<file path="src/rtl/toggle_activity_monitor_if.sv">
// Result stream of toggle_activity_monitor: one beat per monitored net.
//   res_valid : beat valid (producer)
//   res_ready : consumer accepts beat (consumer)
//   res_idx   : net index of the current beat (producer)
//   res_count : toggle count of net res_idx (producer)
//   res_last  : beat carries the highest net index (producer)
interface toggle_activity_monitor_if #(
  parameter int NETS  = 5,
  parameter int CNT_W = 16
);
  localparam int IDX_W = (NETS > 1) ? $clog2(NETS) : 1;

  logic             res_valid;
  logic             res_ready;
  logic [IDX_W-1:0] res_idx;
  logic [CNT_W-1:0] res_count;
  logic             res_last;

  modport master (
    output res_valid, res_idx, res_count, res_last,
    input  res_ready
  );

  modport slave (
    input  res_valid, res_idx, res_count, res_last,
    output res_ready
  );
endinterface

</file>
<file path="src/rtl/toggle_activity_monitor.sv">
// Switching-activity probe. Samples NETS nets on every enabled cycle of a
// WINDOW-sample measurement, counts per-net toggles in saturating CNT_W-bit
// counters, then streams the counts out one beat per net.
//   clk, rst_n : clock (rising edge), asynchronous active-low reset
//   start      : begin a measurement (honoured only when idle)
//   abort      : return to idle from anywhere, counters cleared
//   en         : sample qualifier; en=0 cycles are ignored
//   net_in     : monitored nets
//   busy       : measurement or report in progress
//   done       : one-cycle pulse after the final beat transfers
//   res        : result stream (valid/ready, idx, count, last)
module toggle_activity_monitor #(
  parameter int NETS   = 5,
  parameter int WINDOW = 256,
  parameter int CNT_W  = 16
) (
  input  logic            clk,
  input  logic            rst_n,
  input  logic            start,
  input  logic            abort,
  input  logic            en,
  input  logic [NETS-1:0] net_in,
  output logic            busy,
  output logic            done,
  toggle_activity_monitor_if.master res
);

  localparam int IDX_W = (NETS > 1) ? $clog2(NETS) : 1;
  localparam int WIN_W = $clog2(WINDOW + 1);

  typedef enum logic [1:0] {
    IDLE,
    COLLECT,
    REPORT
  } state_t;

  state_t state, state_n;

  logic [NETS-1:0]  prev;
  logic [CNT_W-1:0] cnt   [NETS];
  logic [CNT_W-1:0] cnt_n [NETS];
  logic [WIN_W-1:0] win_cnt;

  logic             res_valid_q;
  logic [IDX_W-1:0] res_idx_q;
  logic [CNT_W-1:0] res_count_q;
  logic             res_last_q;

  logic             win_last;
  logic             xfer;
  logic [IDX_W-1:0] idx_nxt;

  assign res.res_valid = res_valid_q;
  assign res.res_idx   = res_idx_q;
  assign res.res_count = res_count_q;
  assign res.res_last  = res_last_q;

  // The enabled sample that brings win_cnt to WINDOW is the last one.
  assign win_last = (win_cnt == WIN_W'(WINDOW - 1));
  assign xfer     = res_valid_q & res.res_ready;
  assign idx_nxt  = res_idx_q + IDX_W'(1);

  // Saturating per-net counter update for the current sample.
  always_comb begin
    for (int unsigned i = 0; i < NETS; i++) begin
      cnt_n[i] = cnt[i];
      if ((net_in[i] != prev[i]) && (cnt[i] != '1)) begin
        cnt_n[i] = cnt[i] + CNT_W'(1);
      end
    end
  end

  always_comb begin
    state_n = state;
    if (abort) begin
      state_n = IDLE;
    end else begin
      unique case (state)
        IDLE:    if (start)             state_n = COLLECT;
        COLLECT: if (en && win_last)    state_n = REPORT;
        REPORT:  if (xfer && res_last_q) state_n = IDLE;
        default:                        state_n = IDLE;
      endcase
    end
  end

  always_ff @(posedge clk or negedge rst_n) begin
    if (!rst_n) state <= IDLE;
    else        state <= state_n;
  end

  always_ff @(posedge clk or negedge rst_n) begin
    if (!rst_n) begin
      prev        <= '0;
      win_cnt     <= '0;
      busy        <= 1'b0;
      done        <= 1'b0;
      res_valid_q <= 1'b0;
      res_idx_q   <= '0;
      res_count_q <= '0;
      res_last_q  <= 1'b0;
      for (int unsigned i = 0; i < NETS; i++) cnt[i] <= '0;
    end else begin
      done <= 1'b0;
      busy <= (state_n != IDLE);
      if (abort) begin
        win_cnt     <= '0;
        res_valid_q <= 1'b0;
        res_idx_q   <= '0;
        res_count_q <= '0;
        res_last_q  <= 1'b0;
        for (int unsigned i = 0; i < NETS; i++) cnt[i] <= '0;
      end else begin
        case (state)
          IDLE: begin
            if (start) begin
              prev    <= net_in;
              win_cnt <= '0;
              for (int unsigned i = 0; i < NETS; i++) cnt[i] <= '0;
            end
          end
          COLLECT: begin
            if (en) begin
              prev    <= net_in;
              win_cnt <= win_cnt + WIN_W'(1);
              for (int unsigned i = 0; i < NETS; i++) cnt[i] <= cnt_n[i];
              if (win_last) begin
                // First beat must already include this final sample.
                res_valid_q <= 1'b1;
                res_idx_q   <= '0;
                res_count_q <= cnt_n[0];
                res_last_q  <= (NETS == 1);
              end
            end
          end
          REPORT: begin
            if (xfer) begin
              if (res_last_q) begin
                res_valid_q <= 1'b0;
                res_idx_q   <= '0;
                res_count_q <= '0;
                res_last_q  <= 1'b0;
                done        <= 1'b1;
              end else begin
                res_idx_q   <= idx_nxt;
                res_count_q <= cnt[idx_nxt];
                res_last_q  <= (idx_nxt == IDX_W'(NETS - 1));
              end
            end
          end
          default: ;
        endcase
      end
    end
  end

endmodule
</file>
<file path="src/flat_wrapper.sv">
// flat-port wrapper written by rule: the top's interface ports become plain ports
module toggle_activity_monitor_flat 
#(
  parameter int NETS   = 5,
  parameter int WINDOW = 256,
  parameter int CNT_W  = 16
)
  (clk, rst_n, start, abort, en, net_in, busy, done, res_res_valid, res_res_idx, res_res_count, res_res_last, res_res_ready);
  toggle_activity_monitor_if #(.NETS(NETS), .CNT_W(CNT_W)) res_i ();
  input  logic clk;
  input  logic rst_n;
  input  logic start;
  input  logic abort;
  input  logic en;
  input  logic [NETS-1:0] net_in;
  output logic busy;
  output logic done;
  output wire logic [$bits(res_i.res_valid)-1:0] res_res_valid;
  output wire logic [$bits(res_i.res_idx)-1:0] res_res_idx;
  output wire logic [$bits(res_i.res_count)-1:0] res_res_count;
  output wire logic [$bits(res_i.res_last)-1:0] res_res_last;
  input wire logic [$bits(res_i.res_ready)-1:0] res_res_ready;
  assign res_res_valid = res_i.res_valid;
  assign res_res_idx = res_i.res_idx;
  assign res_res_count = res_i.res_count;
  assign res_res_last = res_i.res_last;
  assign res_i.res_ready = res_res_ready;
  toggle_activity_monitor #(.NETS(NETS), .WINDOW(WINDOW), .CNT_W(CNT_W)) u_core (.clk(clk), .rst_n(rst_n), .start(start), .abort(abort), .en(en), .net_in(net_in), .busy(busy), .done(done), .res(res_i));
endmodule
</file>
<file path="config.mk">
export PLATFORM = sky130hd
export DESIGN_NAME = toggle_activity_monitor_flat
export DESIGN_NICKNAME = d
export VERILOG_FILES = /design/src/rtl/toggle_activity_monitor_if.sv /design/src/rtl/toggle_activity_monitor.sv /design/src/flat_wrapper.sv
export SDC_FILE = /design/constraint.sdc
export NUM_CORES = 1
export LEC_CHECK = 0
export ABC_AREA = 1
export BUFFER_PORTS_ARGS = -buffer_cell sky130_fd_sc_hd__buf_2
export CELL_PAD_IN_SITES_DETAIL_PLACEMENT = 1
export CELL_PAD_IN_SITES_GLOBAL_PLACEMENT = 1
export CORE_UTILIZATION = 45
export CTS_BUF_LIST = sky130_fd_sc_hd__clkbuf_8
export CTS_CLUSTER_DIAMETER = 200
export DETAILED_ROUTE_END_ITERATION = 6
export PLACE_DENSITY = 0.84
export SLEW_MARGIN = 10
export SYNTH_ARGS = -nofsm -noshare
export SYNTH_HDL_FRONTEND = slang
export SYNTH_SLANG_ARGS = --single-unit
</file>
<file path="constraint.sdc">
create_clock -name clk -period 2.94 [get_ports clk]
set_input_delay 0.294 -clock clk [delete_from_list [all_inputs] [get_ports clk]]
set_output_delay 0.294 -clock clk [all_outputs]
set_load 0.02 [all_outputs]
</file>
; Yosys cells after proc, flatten, opt, wreduce, memory -nomap -nowiden
; Cells that the tools add are included.
[word_totals]
mem_bits_ro = 0
out_inout_bits = 23
wordCells = 122
register_bits = 119
latchBits = 0
ramBits = 0
mem_count = 0
[op_classes]
mul = 0
n_eq_ne = 25
add_sub_neg = 7
n_lt_le_gt_ge = 1
mux = 52
n_shift = 0
n_bitwise = 3
div = 0
reduce_logical = 20
[ops]
columns = operator, n
row1 = $mux 80, 3
row2 = $mux 16, 12
row3 = $pmux 80 s2, 1
row4 = $add 16x1->16 const B, 5
row5 = $ne 16x16->1 const B, 5
row6 = $bmux 16 s3, 1
row7 = $pmux 16 s2, 1
row8 = $mux 9, 3
row9 = $reduce_and 4->1, 6
row10 = $ne 3x2->1 const B, 7
row11 = $pmux 9 s2, 1
row12 = $mux 3, 5
row13 = $mux 1, 14
row14 = $mux 5, 2
row15 = $pmux 5 s2, 1
row16 = $add 9x1->9 const B, 1
row17 = $eq 9x8->1 const B, 1
row18 = $mux 2, 4
row19 = $logic_and 1x1->1, 7
row20 = $ne 3x3->1 const B, 2
row21 = $pmux 2 s3, 1
row22 = $pmux 3 s2, 1
row23 = $reduce_bool 3->1, 2
row24 = $ne 1x1->1, 5
row25 = other kinds (14), 17

; Depth between registers and ports, before layout
[depth]
ltp_word = 9
mapped_depth = 14
ltp_nobuf = 13

; Worst setup path after synthesis
; Ideal clock, no wire load.
[synth_timing]
path_kind = reg-to-reg
start = register u_core.res_idx_q[0], in the netlist u_core.res.res_idx[0]
end = register u_core.res_count_q[9], in the netlist u_core.res.res_count[9]
synth_period_minus_slack_ps = 1869
setup_slack_ps = 1071
path_stages_with_launch = 10
setup_ps = 124
t_arrival_ps = 1745
t_required_ps = 2816
cell_sequence = dfrtp_1 > ha_1 > ha_1 > inv_1 > clkbuf_1 > o21ai_0 > nand4_1 > nor2_1 > a21oi_1 > o21ai_1
[synth_between]
elab_chain_len = 9
[synth_rtl]
columns = element, line
row1 = start: declaration, toggle_activity_monitor.sv:45  ; logic [IDX_W-1:0] res_idx_q;
row2 = start signal: assignment, toggle_activity_monitor.sv:145  ; res_idx_q <= idx_nxt;
row3 = $add 3x1->3, toggle_activity_monitor.sv:61  ; assign idx_nxt = res_idx_q + IDX_W'(1);
row4 = $not 3->4 (not written as such), toggle_activity_monitor.sv:146  ; res_count_q <= cnt[idx_nxt];
row5 = $bmux 16 s3, toggle_activity_monitor.sv:146
row6 = $mux 16 (not written as such) (2 in a row), toggle_activity_monitor.sv:146
row7 = $mux 16, toggle_activity_monitor.sv:138  ; if (res_last_q) begin
row8 = $mux 16, toggle_activity_monitor.sv:137  ; if (xfer) begin
row9 = $pmux 16 s2, toggle_activity_monitor.sv:114  ; case (state)
row10 = $mux 16, toggle_activity_monitor.sv:106  ; if (abort) begin
row11 = end signal: assignment, toggle_activity_monitor.sv:131  ; res_count_q <= cnt_n[0];
row12 = end signal: assignment, toggle_activity_monitor.sv:146
row13 = end: declaration, toggle_activity_monitor.sv:46  ; logic [CNT_W-1:0] res_count_q;
; No other way between the ends. The select of a mux whose other input is x is not followed.
; A chain may end at the register's enable or synchronous reset.

; Worst setup path in the final report
[layout_timing]
start = register u_core.win_cnt[0]
end = register u_core.res_idx_q[2], in the netlist u_core.res.res_idx[2]
[layout_between]
elab_chain_len = 3
[layout_rtl]
columns = element, line
row1 = start: declaration, toggle_activity_monitor.sv:42  ; logic [WIN_W-1:0] win_cnt;
row2 = start signal: assignment, toggle_activity_monitor.sv:125  ; win_cnt <= win_cnt + WIN_W'(1);
row3 = $eq 9x8->1, toggle_activity_monitor.sv:59  ; assign win_last = (win_cnt == WIN_W'(WINDOW - 1));
row4 = $ne 3x2->1 (no source line), -
row5 = $reduce_and 4->1 (no source line), -
; No other way between the ends.

==> impl_metrics.yaml <==
global_route:
  grt_overflow: 0
  grtUsageTotal_pct: 30.8
  antenna_found_initial: 0
  grt_pass1_wl_mm: 43.6
  grt_pass1_vias: 8256
  grt_max_degree: 82
sta:
  finalCritPeriodShare_pct: 83.6
  min_period_ns: 2.46
  max_slew_margin_pct: 54.8
  fmax_ghz: 0.407
  fin_skew_ns: 0.0227
  tns_ns: 0
  worst_pin_slew_ns: 0.677
  hold_viol: 0
  setup_violations: 0
  slew_violations: 0
  rsz0062_at_grt: "no"
finish:
  area_growth_syn_to_layout_pct: 8.98
  final_core_util_pct: 50.4
  fin_area_um2: 8750
  fillers: 2300
  diodes: 0
  drive_gt1_share_pct: 10.4
  stdcell_count: 1442
  fin_nets: 1225
place:
  io_buffers: 33
  dp_hpwl_mm: 19.6
  place_area_um2: 8340
  globalplace.congestion: 0.887
  dp.cells: 1410
yosys:
  synthCells: 1182
  ys_ff_latch: 119
  syn_nets: 1202
  synth.avg_cell_area_um2: 6.79
  ys_seq_area_share_pct: 37.1
  synth.distinct_cells: 41
  netlist_area_um2: 8030
  ys_warn_count: 0
detailed_routing:
  drtIter0Drc: 573
  dr_total_vias: 8196
  first_pass_iters: 4
  wl_mm: 26.8
  route.detailed.drc: 0
  avgViaCountPerCell: 5.68
  wl_per_cell_um: 18.6
  antenna_left: 0
clock_network:
  cts_sinks: 119
  cts_resized: 0
  clock_latency_ns: 0.45
  cts_setup_buffers: 0
  htreeDepth: 4
  cts_tree: "built"
  cts_buffers: 17
  root_buffer: "clkbuf_8"
  cts_buffer_depth: 2
  holdBufCountCts: 1
  clkSlewWorstSetupHoldPaths_ns: 0.09
floorplanning:
  fp.dieH_um: 136
  start_util_pct: 46.3
  die_w_um: 136
  core.rowCount: 48
  ioPinCount: 34
  core_area_um2: 17400
  die_area_um2: 18400
worst_setup_path:
  critical_path.max_fanout: 20
  critPathKind: "reg -> reg"
  cp.required_ns: 3.30
  startpoint_type: "register"
  arrival_ns: 2.82
  worst_r2r_path_depth: 11
  end_kind: "register"
power:
  power_frac_seq_pct: 43.5
  powerDensity_nw_per_um2: 465
  comb_power_share_pct: 17.9
  peakVddDrop_uv: 481
  clockPowerShare_pct: 38.6
  p_sw_w: 0.00140
  totalPowerFinal_w: 0.00407
  cellLeakagePower_nw: 3.91
  internal_power_w: 0.00267
  switching_share_pct: 34.3
outcome:
  status: "finished, final reports clean"
hold_path:
  worstHoldPathType: "in -> reg"
  min_path_cells: 2
job:
  cap_violations: 0
==> worst max-delay path, stage by stage, from the launching register on <==
cell and delay [ns]:
dfrtp_1 0.36, ha_1 0.16, inv_1 0.05, nor3_1 0.29
and3_1 0.21, ha_1 0.17, nand2_1 0.06, nand2_1 0.08
nand2_1 0.07, inv_1 0.50, nand2_1 0.21, o22ai_1 0.19
==> cell families after synthesis <==
group | count (synthesis) | share of synthesized area [%]
AND/OR/NAND/NOR | 668 | 36.9
AO/OA/AOI/OAI | 183 | 12.1
buffers and inverters | 175 | 9.23
flip-flops | 119 | 37.1
XOR/XNOR | 23 | 2.51
adder cells (fa/ha/maj) | 9 | 1.40
multiplexers | 5 | 0.701
==> Yosys cell counts (all sizes together) <==
| master | number | share of area, % |
|---|---|---|
| clkbuf | 18 | 0.84 |
| o22ai | 2 | 0.16 |
| o211ai | 5 | 0.47 |
| xor2 | 22 | 2.4 |
| nand3 | 111 | 7.3 |
| nand4 | 41 | 3.2 |
| ha | 9 | 1.4 |
| a31oi | 7 | 0.55 |
| o21ai | 112 | 7.4 |
| xnor2 | 1 | 0.11 |
| buf | 23 | 2.1 |
| nor3 | 41 | 2.6 |
| inv | 133 | 6.3 |
| and2 | 1 | 0.078 |
| and3 | 2 | 0.17 |
| nor4 | 7 | 0.55 |
| a21boi | 1 | 0.094 |
| nor3b | 1 | 0.094 |
| clkinv | 1 | 0.047 |
| nand2 | 331 | 16 |
| o21a | 1 | 0.094 |
| nor2 | 130 | 6.7 |
| or2 | 3 | 0.23 |
| mux2 | 5 | 0.70 |
| dfrtp | 119 | 37 |
| a21oi | 55 | 3.4 |
==> per-stage QoR <==
stage | hold WS (ns) | setup WS [ns]
floorplan | -0.00159 | 1.07
global placement | 0.311 | 0.757
detailed placement | 0.314 | 0.535
CTS | 0.0689 | 0.458
global route | 0.0749 | 0.277
finish | 0.0964 | 0.483
==> registers in the layout, indices dropped and copies added, names as in the netlist <==
name                  cells
u_core.done               1
u_core.prev               5
u_core.state              2
u_core.busy               1
u_core.win_cnt            9
u_core.res.res_last       1
u_core.res.res_count     16
u_core.cnt               80
u_core.res.res_idx        3
u_core.res.res_valid      1
==> cell usage in the layout, fill, tap and decap left out, types with 3 or more instances in the layout <==
| cell | instances |
|---|---|
| mux2_2 | 5 |
| nor4_1 | 7 |
| o21ai_1 | 22 |
| nand3_2 | 4 |
| inv_2 | 11 |
| o21ai_2 | 5 |
| inv_1 | 120 |
| dfrtp_1 | 119 |
| nand2_1 | 322 |
| nor3_1 | 41 |
| a21oi_1 | 55 |
| o211ai_1 | 5 |
| nand2_4 | 4 |
| o21ai_0 | 84 |
| clkinv_4 | 3 |
| clkbuf_8 | 17 |
| inv_6 | 5 |
| nand3_1 | 106 |
| or2_2 | 3 |
| nor2_2 | 3 |
| buf_4 | 11 |
| buf_2 | 32 |
| nand2_2 | 5 |
| xor2_1 | 22 |
| a31oi_1 | 7 |
| nor2_1 | 121 |
| nand4_1 | 41 |
| nor2_4 | 6 |
| ha_1 | 9 |
==> cell type report <==
| cell class | count | area, um^2 | share of cell area (%) |
|---|---|---|---|
| multi-input cells | 888 | 4310 | 49.3 |
| flip-flops and latches | 119 | 2980 | 34.0 |
| inverters | 134 | 508 | 5.81 |
| well taps | 225 | 282 | 3.22 |
| repair buffers | 45 | 273 | 3.12 |
| clock buffers | 17 | 234 | 2.67 |
| clock inverters | 14 | 165 | 1.89 |
==> path summary, 6_finish.rpt <==
path	start	end	slack [ns]
setup / recovery	u_core.win_cnt[0]	u_core.res.res_idx[2]	0.48
hold / removal	net_in[1]	u_core.prev[1]	0.1
setup reg to reg	u_core.win_cnt[0]	u_core.res.res_idx[2]	0.48
hold reg to reg	u_core.cnt[30]	u_core.cnt[30]	0.52
max in group asynchronous	rst_n	u_core.cnt[4]	1.70
min in group asynchronous	rst_n	u_core.cnt[78]	0.37
==> metal layers <==
metal / vias up / share of wire (%) / wire length [um] / GRT usage [%]
li1: 3918 / - / - / -
met1: 4006 / 43 / 11700 / 39.1
met2: 216 / 48 / 12900 / 52.2
met3: 56 / 4.9 / 1320 / 4.94
met4: 0 / 3.5 / 953 / 12.0
met5: - / 0 / 0 / 0
==> power groups by stage <==
stage	combinational [W]	sequential (W)	clock, W
final	0.000728	0.00177	0.00157
after detailed placement	0.000723	0.00180	0
after floorplan	0.000462	0.00183	0
after global routing	0.000801	0.00178	0.00166
after CTS	0.000729	0.00177	0.00160
after global placement	0.000702	0.00180	0
(Power assumes the default switching activity.)
